## config.mk

```make
export PLATFORM = sky130hd
export DESIGN_NAME = ex_mem_buffer
export DESIGN_NICKNAME = d
export VERILOG_FILES = /design/src/rtl/cpu_pkg.sv /design/src/rtl/ex_entry_reg.sv /design/src/rtl/ex_mem_buffer.sv
export SDC_FILE = /design/constraint.sdc
export NUM_CORES = 1
export LEC_CHECK = 0
export CELL_PAD_IN_SITES_DETAIL_PLACEMENT = 0
export CELL_PAD_IN_SITES_GLOBAL_PLACEMENT = 1
export CORE_MARGIN = 3
export CORE_UTILIZATION = 36
export DETAILED_ROUTE_END_ITERATION = 12
export PLACE_DENSITY_LB_ADDON = 0.1
export SETUP_SLACK_MARGIN = 0.02
export SLEW_MARGIN = 5
export SYNTH_ARGS = -nofsm -noshare
export SYNTH_HDL_FRONTEND = slang
export SYNTH_SLANG_ARGS = --single-unit
```

## constraint.sdc

```tcl
create_clock -name CLK -period 2.6 [get_ports CLK]
set_input_delay 0.39 -clock CLK [delete_from_list [all_inputs] [get_ports CLK]]
set_output_delay 0.39 -clock CLK [all_outputs]
set_load 0.005 [all_outputs]
```

## src/rtl/cpu_pkg.sv

```systemverilog
// cpu_pkg: shared widths, buffer state encoding and the execute-to-memory entry layout
package cpu_pkg;
  localparam int DW = 16;
  localparam int RW = 4;
  typedef enum logic [1:0] {EMPTY, ONE, TWO} buf_state;
  typedef struct packed {
    logic [DW-1:0] r;
    logic [DW-1:0] store_data;
    logic [RW-1:0] rd;
    logic          reg_write;
    logic          mem_read;
    logic          mem_write;
    logic          neg;
  } ex_entry;
endpackage

```

## src/rtl/ex_entry_reg.sv

```systemverilog
// ex_entry_reg: load-enabled register for one execute-to-memory entry with synchronous active-low clear
module ex_entry_reg #(
  parameter int DW = 16,
  parameter int RW = 4
) (
  input  logic                clk,
  input  logic                clr_n,
  input  logic                en,
  input  logic [2*DW+RW+3:0]  d,
  output logic [2*DW+RW+3:0]  q
);
  // clear wins over load so no stale entry survives reset
  always_ff @(posedge clk)
    if (!clr_n) q <= '0;
    else if (en) q <= d;
endmodule

```

## src/rtl/ex_mem_buffer.sv

```systemverilog
// ex_mem_buffer: EX/MEM stage with 2-entry skid buffer, branch resolution and overflow trap
module ex_mem_buffer
  import cpu_pkg::*;
#(
  parameter int DW = cpu_pkg::DW,
  parameter int RW = cpu_pkg::RW
) (
  input  logic          CLK,
  input  logic          reset_n,
  input  logic          in_valid,
  output logic          in_ready,
  input  logic [DW-1:0] alu_r,
  input  logic          alu_zero,
  input  logic          alu_neg,
  input  logic          alu_ovfl,
  input  logic          ovfl_chk,
  input  logic          is_branch,
  input  logic [DW-1:0] br_target,
  input  logic [RW-1:0] rd,
  input  logic          reg_write,
  input  logic          mem_read,
  input  logic          mem_write,
  input  logic [DW-1:0] store_data,
  input  logic          flush,
  output logic          out_valid,
  input  logic          out_ready,
  output logic [DW-1:0] out_r,
  output logic [DW-1:0] out_store_data,
  output logic [RW-1:0] out_rd,
  output logic          out_reg_write,
  output logic          out_mem_read,
  output logic          out_mem_write,
  output logic          out_neg,
  output logic          br_redirect,
  output logic [DW-1:0] br_pc,
  output logic          ovfl_exc,
  input  logic          exc_clr
);
  buf_state state, state_nx;
  ex_entry  in_e, head_d, head_q, skid_q;
  logic     acc, deq, kill, ctl_ok, head_en, skid_en, br_take, ovfl_set;
  assign acc      = in_valid & in_ready & !flush;
  assign deq      = out_valid & out_ready;
  assign kill     = ovfl_chk & alu_ovfl;
  assign ctl_ok   = !kill & !is_branch;
  assign br_take  = acc & is_branch & alu_zero;
  assign ovfl_set = acc & kill;
  assign in_e     = '{r: alu_r, store_data: store_data, rd: rd, reg_write: reg_write & ctl_ok,
                      mem_read: mem_read & ctl_ok, mem_write: mem_write & ctl_ok, neg: alu_neg};
  // next buffer occupancy and which storage slot loads this cycle
  always_comb begin
    state_nx = flush ? EMPTY :
               state == EMPTY ? (acc ? ONE : EMPTY) :
               state == ONE   ? (acc & !deq ? TWO : (!acc & deq ? EMPTY : ONE)) :
                                (deq ? ONE : TWO);
    head_en  = (state == EMPTY & acc) | (state == ONE & acc & deq) | (state == TWO & deq);
    skid_en  = state == ONE & acc & !deq;
    head_d   = state == TWO ? skid_q : in_e;
  end
  ex_entry_reg #(.DW(DW), .RW(RW)) u_head (.clk(CLK), .clr_n(reset_n), .en(head_en), .d(head_d), .q(head_q));
  ex_entry_reg #(.DW(DW), .RW(RW)) u_skid (.clk(CLK), .clr_n(reset_n), .en(skid_en), .d(in_e), .q(skid_q));
  // occupancy, registered ready, branch pulse and sticky overflow flag
  always_ff @(posedge CLK)
    if (!reset_n) begin
      state       <= EMPTY;
      in_ready    <= 1'b1;
      br_redirect <= 1'b0;
      br_pc       <= '0;
      ovfl_exc    <= 1'b0;
    end else begin
      state       <= state_nx;
      in_ready    <= state_nx != TWO;
      br_redirect <= br_take;
      if (br_take) br_pc <= br_target;
      ovfl_exc    <= ovfl_set | (ovfl_exc & !exc_clr);
    end
  assign out_valid      = state != EMPTY;
  assign out_r          = head_q.r;
  assign out_store_data = head_q.store_data;
  assign out_rd         = head_q.rd;
  assign out_reg_write  = head_q.reg_write;
  assign out_mem_read   = head_q.mem_read;
  assign out_mem_write  = head_q.mem_write;
  assign out_neg        = head_q.neg;
endmodule
```

Word-level counts from Yosys, hierarchy flattened
Cells that the tools add are included.

storage, ports and cells
  flip-flop bits (word level) = 101
  input bits = 66
  word-level logic and storage cells = 48
  output and inout port bits = 60

operators by class
  equal/unequal tests = 3
  bitwise gates (word level) = 22
  multiplexer cells = 8
  reductions and logical operators = 8

operators with widths
  kind                                                  count
  two-way mux 40 bit                                    1
  bitwise AND 1 bit                                     19
  two-way mux 2 bit                                     5
  zero test 1 bit                                       6
  bitwise OR 1 bit                                      3
  equality test 2 x 1 -> 1 bit (second input constant)  1
  equality test 2 bit (second input constant)           1
  zero test 2 bit                                       1
  two-way mux 1 bit                                     2
  != test 2 bit (second input constant)                 1
  nonzero test 2 bit                                    1

Longest topological paths before layout
  word-level depth = 10
  mapped depth = 8
  gate-level depth less buffers = 6

Modules after synthesis
Synthesis repeated with hierarchy kept, for this count alone.

second synthesis, totals
  cell total of the unflattened synthesis = 407
  area total of the unflattened synthesis = 4,755.8 µm²

modules (own cells, without submodules)
  module         cells an instance  area each (µm²)  times used
  ex_entry_reg   129                1,557.7          2
  ex_mem_buffer  149                1,640.3          1

Worst setup path before layout
Ideal clock, no wire load.

  kind = input to register
  start = in flush
  end = reg state[0]
  stages on the path = 8
  setup time = 0.115 ns
  required time = 2.485 ns
  path slack = 0.512 ns
  data arrival time = 1.974 ns
  cell sequence = nand3b_4 buf_4 inv_2 buf_2 ha_1 or3b_2 and4b_1 and2_1

between the ends
  longest elaborated chain between the ends = 9

RTL lines
  what                            RTL line             text
  start: declaration              ex_mem_buffer.sv:24  input logic flush,
  zero test 1 bit                 ex_mem_buffer.sv:42  assign acc = in_valid & in_ready & !flush;
  bitwise AND 1 bit               ex_mem_buffer.sv:42
  zero test 1 bit                 ex_mem_buffer.sv:54  state == ONE ? (acc & !deq ? TWO : (!acc & deq ? EMPTY : ONE)) :
  bitwise AND 1 bit               ex_mem_buffer.sv:54
  two-way mux 1 bit               ex_mem_buffer.sv:54
  two-way mux 2 bit (2 in a row)  ex_mem_buffer.sv:54
  two-way mux 2 bit               ex_mem_buffer.sv:53  state == EMPTY ? (acc ? ONE : EMPTY) :
  two-way mux 2 bit (*)           ex_mem_buffer.sv:52  state_nx = flush ? EMPTY :
  end signal: assignment          ex_mem_buffer.sv:71  state <= state_nx;
  end: declaration                ex_mem_buffer.sv:39  buf_state state, state_nx;

Every way passes the cells marked *; elsewhere a longest branch is shown, timed or not.
A chain may end at the register's enable or synchronous reset.

Worst setup path in the final report
  start = reg state[1]
  end = out out_valid

between the ends
  longest elaborated chain between the ends = 1

RTL lines
  what                RTL line             text
  nonzero test 2 bit  ex_mem_buffer.sv:77  assign out_valid = state != EMPTY;
  end: declaration    ex_mem_buffer.sv:25  output logic out_valid,

No other way between the ends.

==> results summary <==
The sum of negative setup slack is 0 ns. The I/O pin count came out at 126. Summed over all instances, the cell type with the most area after synthesis is dfxtp_1. Global routing consumed, over all layers together, 19.0% of the routing resources.

The number of nets still failing antenna checks after routing came out at 0. The tightest min-delay check is of the reg2reg type. Along the worst path, the maximum fanout reaches 11. The total congestion overflow after global routing is 0. The number of iterations in the first detailed-routing pass came out at 4.

The post-layout minimum cycle time is 2.02 ns. The worst setup skew after layout is 0.00713 ns. The actual transition at the worst max-transition pin came out at 0.576 ns. The die is 117 µm tall. The number of distinct standard cells referenced by the synthesized netlist came out at 36.

STA classifies the critical path startpoint as a flip-flop. The area share of the leading cell type in the synthesized netlist is 45.4%. The number of global-route vias before repair came out at 3872. The count of H-tree levels built during CTS came out at 3.

For this run, design rule violations remaining after detail routing come to 0. The total placed instance area is 5740 µm². Counting along the longest clock path gives a buffer depth of 2. CTS saw 101 sinks. The normalized max-slew margin came out at 61.6%.

Setup repair after global routing left no endpoint under its margin. The total number of placement rows came out at 39. The quantity of gates resized following cts is 0. Ranked by instance count, the synthesized netlist is headed by dfxtp_1 (101), a21oi_1 (57), nand3_1 (56), o21ai_0 (44), a311oi_1 (40). After synthesis, the mean cell area works out to 9.24 µm². The Yosys step of the flow raised 0 warnings. The count of buffers added on input and output ports is 125. The x dimension of the die is 117 µm. The cell count after synthesis came out at 482. The count of buffers added by post-CTS timing repair for setup came out at 0. The clock-pin slew of the registers on the worst-case setup and hold paths came out at 0.07 ns.

The CTS buffer count is 9. Using the TritonRoute via totals, the vias-per-cell ratio works out to 5.58. The number of diodes added for antenna fixing came out at 0.

After synthesis, the largest family of logic cells by area is compound AO/OA/AOI/OAI gates. The number of DRC markers after the initial detailed-route iteration is 217. The first-pass GRT wire length came out at 20200 µm. The synthesized area came out at 4450 µm². For this run, the leading register cell type out of synthesis is dfxtp_1.

The arrival time of data at the critical path endpoint came out at 1.63 ns. The required time of the critical path is 2.21 ns. Setup violations remaining at the end of the flow were counted as 0. The congestion estimate from routability-driven global placement came to 0.754. The cell area after layout is 6010 µm².

The total of max-cap violations came out at 0. Static timing analysis puts the maximum clock frequency at 496 MHz. The mux cell area share after synthesis came out at 8.32%. The fraction of the mapped netlist area in compound gates came out at 28.8%.

Of the total synthesized cell area, the portion taken by full adders, half adders and majority gates is 0.281%. The post-synthesis to final-layout area growth came out at 34.9%. The ratio of total power to cell area is 558 nW/µm². The initial antenna violation count came out at 0. The fraction of final layout cells with drive strength greater than 1 came out at 6.78%. The synthesized net count is 549. The filler cell count is 1114. The flow ran to the end, and the final reports show no timing, DRC or antenna violations. The proportion of synthesized flip-flops having asynchronous set or reset is 0%. The synthesized netlist devotes 0% of its cell area to XOR and XNOR gates.

Yosys attributes the largest share of cell area to dfxtp_1 (45%), mux2i_1 (8.3%), a311oi_1 (7.9%), a21oi_1 (6.4%), a211oi_1 (6.4%). The final hold violation count came out at 0. The total leakage power came out at 2.17 nW. The final clock period utilization by the worst path is 77.5%. The multi-input combinational cell area is 2130 µm². The number of synthesized flops with an enable pin is 0.

The post-synthesis register bit count is 101. Detailed placement ended at an HPWL of 7790 µm. The later pin in the worst-skew pair is clocked with a latency of 0.35 ns. The worst supply voltage drop on vdd is 363 µV. The most frequently used cell type in the post-synthesis netlist is dfxtp_1.

Clock tree synthesis selected as its root buffer the cell clkbuf_16. The area share of and/or/nand/nor cells after synthesis came out at 10.2%. The placeable core region came out at 11800 µm². The portion of the post-synthesis area used by sequential elements is 45.4%. The average detailed-routed wire length per instance came out at 17.3 µm. The number of buffers inserted by hold repair at cts is 0.

The total number of vias is 4122. The count of pins over their slew limit came out at 0. The final wirelength came out at 12800 µm. TritonCTS built the clock tree.

Summing all flip-flop and latch instances after layout gives 2020 µm². The maximum number of pins on one net before global-route repair came out at 99. The worst setup path is of the reg2out kind. The floorplan step defined a die boundary enclosing 13700 µm². The effective utilization at floorplan came out at 37.9%. The final layout contains 637 nets. The critical path capture point type is a primary output.
## path summary, 6_finish.rpt
path	start	endpoint	slack (ns)	depth (start not counted)
hold reg to reg	u_skid.q[22]	u_skid.q[22]	0.47	2
hold / removal	u_skid.q[22]	u_skid.q[22]	0.47	2
setup reg to reg	state[1]	state[0]	0.65	6
setup / recovery	state[1]	out_valid	0.58	2
## through the flow
| step | power, mW | setup slack, ns | instances | hold slack (ns) | util (%) |
|---|---|---|---|---|---|
| final | 3.35 | 0.585 | 739 | 0.475 | 51.1 |
| after global routing | 3.51 | 0.471 | 739 | 0.488 | 51.1 |
| after CTS | 3.40 | 0.553 | 739 | 0.475 | 51.1 |
| after detailed placement | 2.14 | 0.191 | 723 | 0.466 | 48.8 |
| after global placement | 2.14 | 0.230 | 723 | 0.459 | 48.8 |
| after floorplan | 1.88 | 0.512 | 482 | 0.453 | - |
## critical path, stage by stage, from the launching register on
cell             delay [ns]
dfxtp_1                0.56
or2_2                  0.20
clkdlybuf4s50_1        0.52
## where the power goes
part           leakage, nW  internal (mW)  switching (mW)
sequential           0.822           1.60          0.0326
clock                0.130          0.676           0.573
combinational         1.22          0.256           0.211
## cell families (layout without fill, tap and decap cells)
kind of cell / Yosys count / in the layout
AOI/OAI and AO/OA: 197 / 197
and+or+nand+nor: 81 / 81
buffers and inverters: 65 / 158
adders and majority gates: 1 / 1
DFF: 101 / 101
muxes: 37 / 37
## state kept, by name (all words and copies together), names as in the netlist
name / flops
ovfl_exc: 1
br_pc: 16
br_redirect: 1
in_ready: 1
u_head.q: 40
state: 2
u_skid.q: 40
## cells in the final DEF (no fill, tap or decap), types with 5 or more instances in the layout
cell,count
clkbuf_16,9
a311oi_1,40
o21ai_1,12
nand3_1,56
nand2_1,5
mux2i_1,37
buf_4,12
o21ai_0,44
a21oi_1,57
dfxtp_1,101
a211oi_1,38
clkdlybuf4s50_1,125
## metal layers
layer	part of all wire, %	wire length (µm)	GRT usage [%]
met1	42	5380	23.2
met2	48	6140	31.3
met3	9.0	1160	7.46
met4	1.1	142	5.12
met5	0	0	0
## layout make-up
cell class                      count  area share (%)
Sequential cell                   101            33.7
Timing Repair Buffer              138            22.7
Clock buffer                       13            4.17
Inverter                            4           0.292
Multi-Input combinational cell    316            35.5
Clock inverter                      3           0.354
Tap cell                          164            3.42
(Power assumes the default switching activity.)
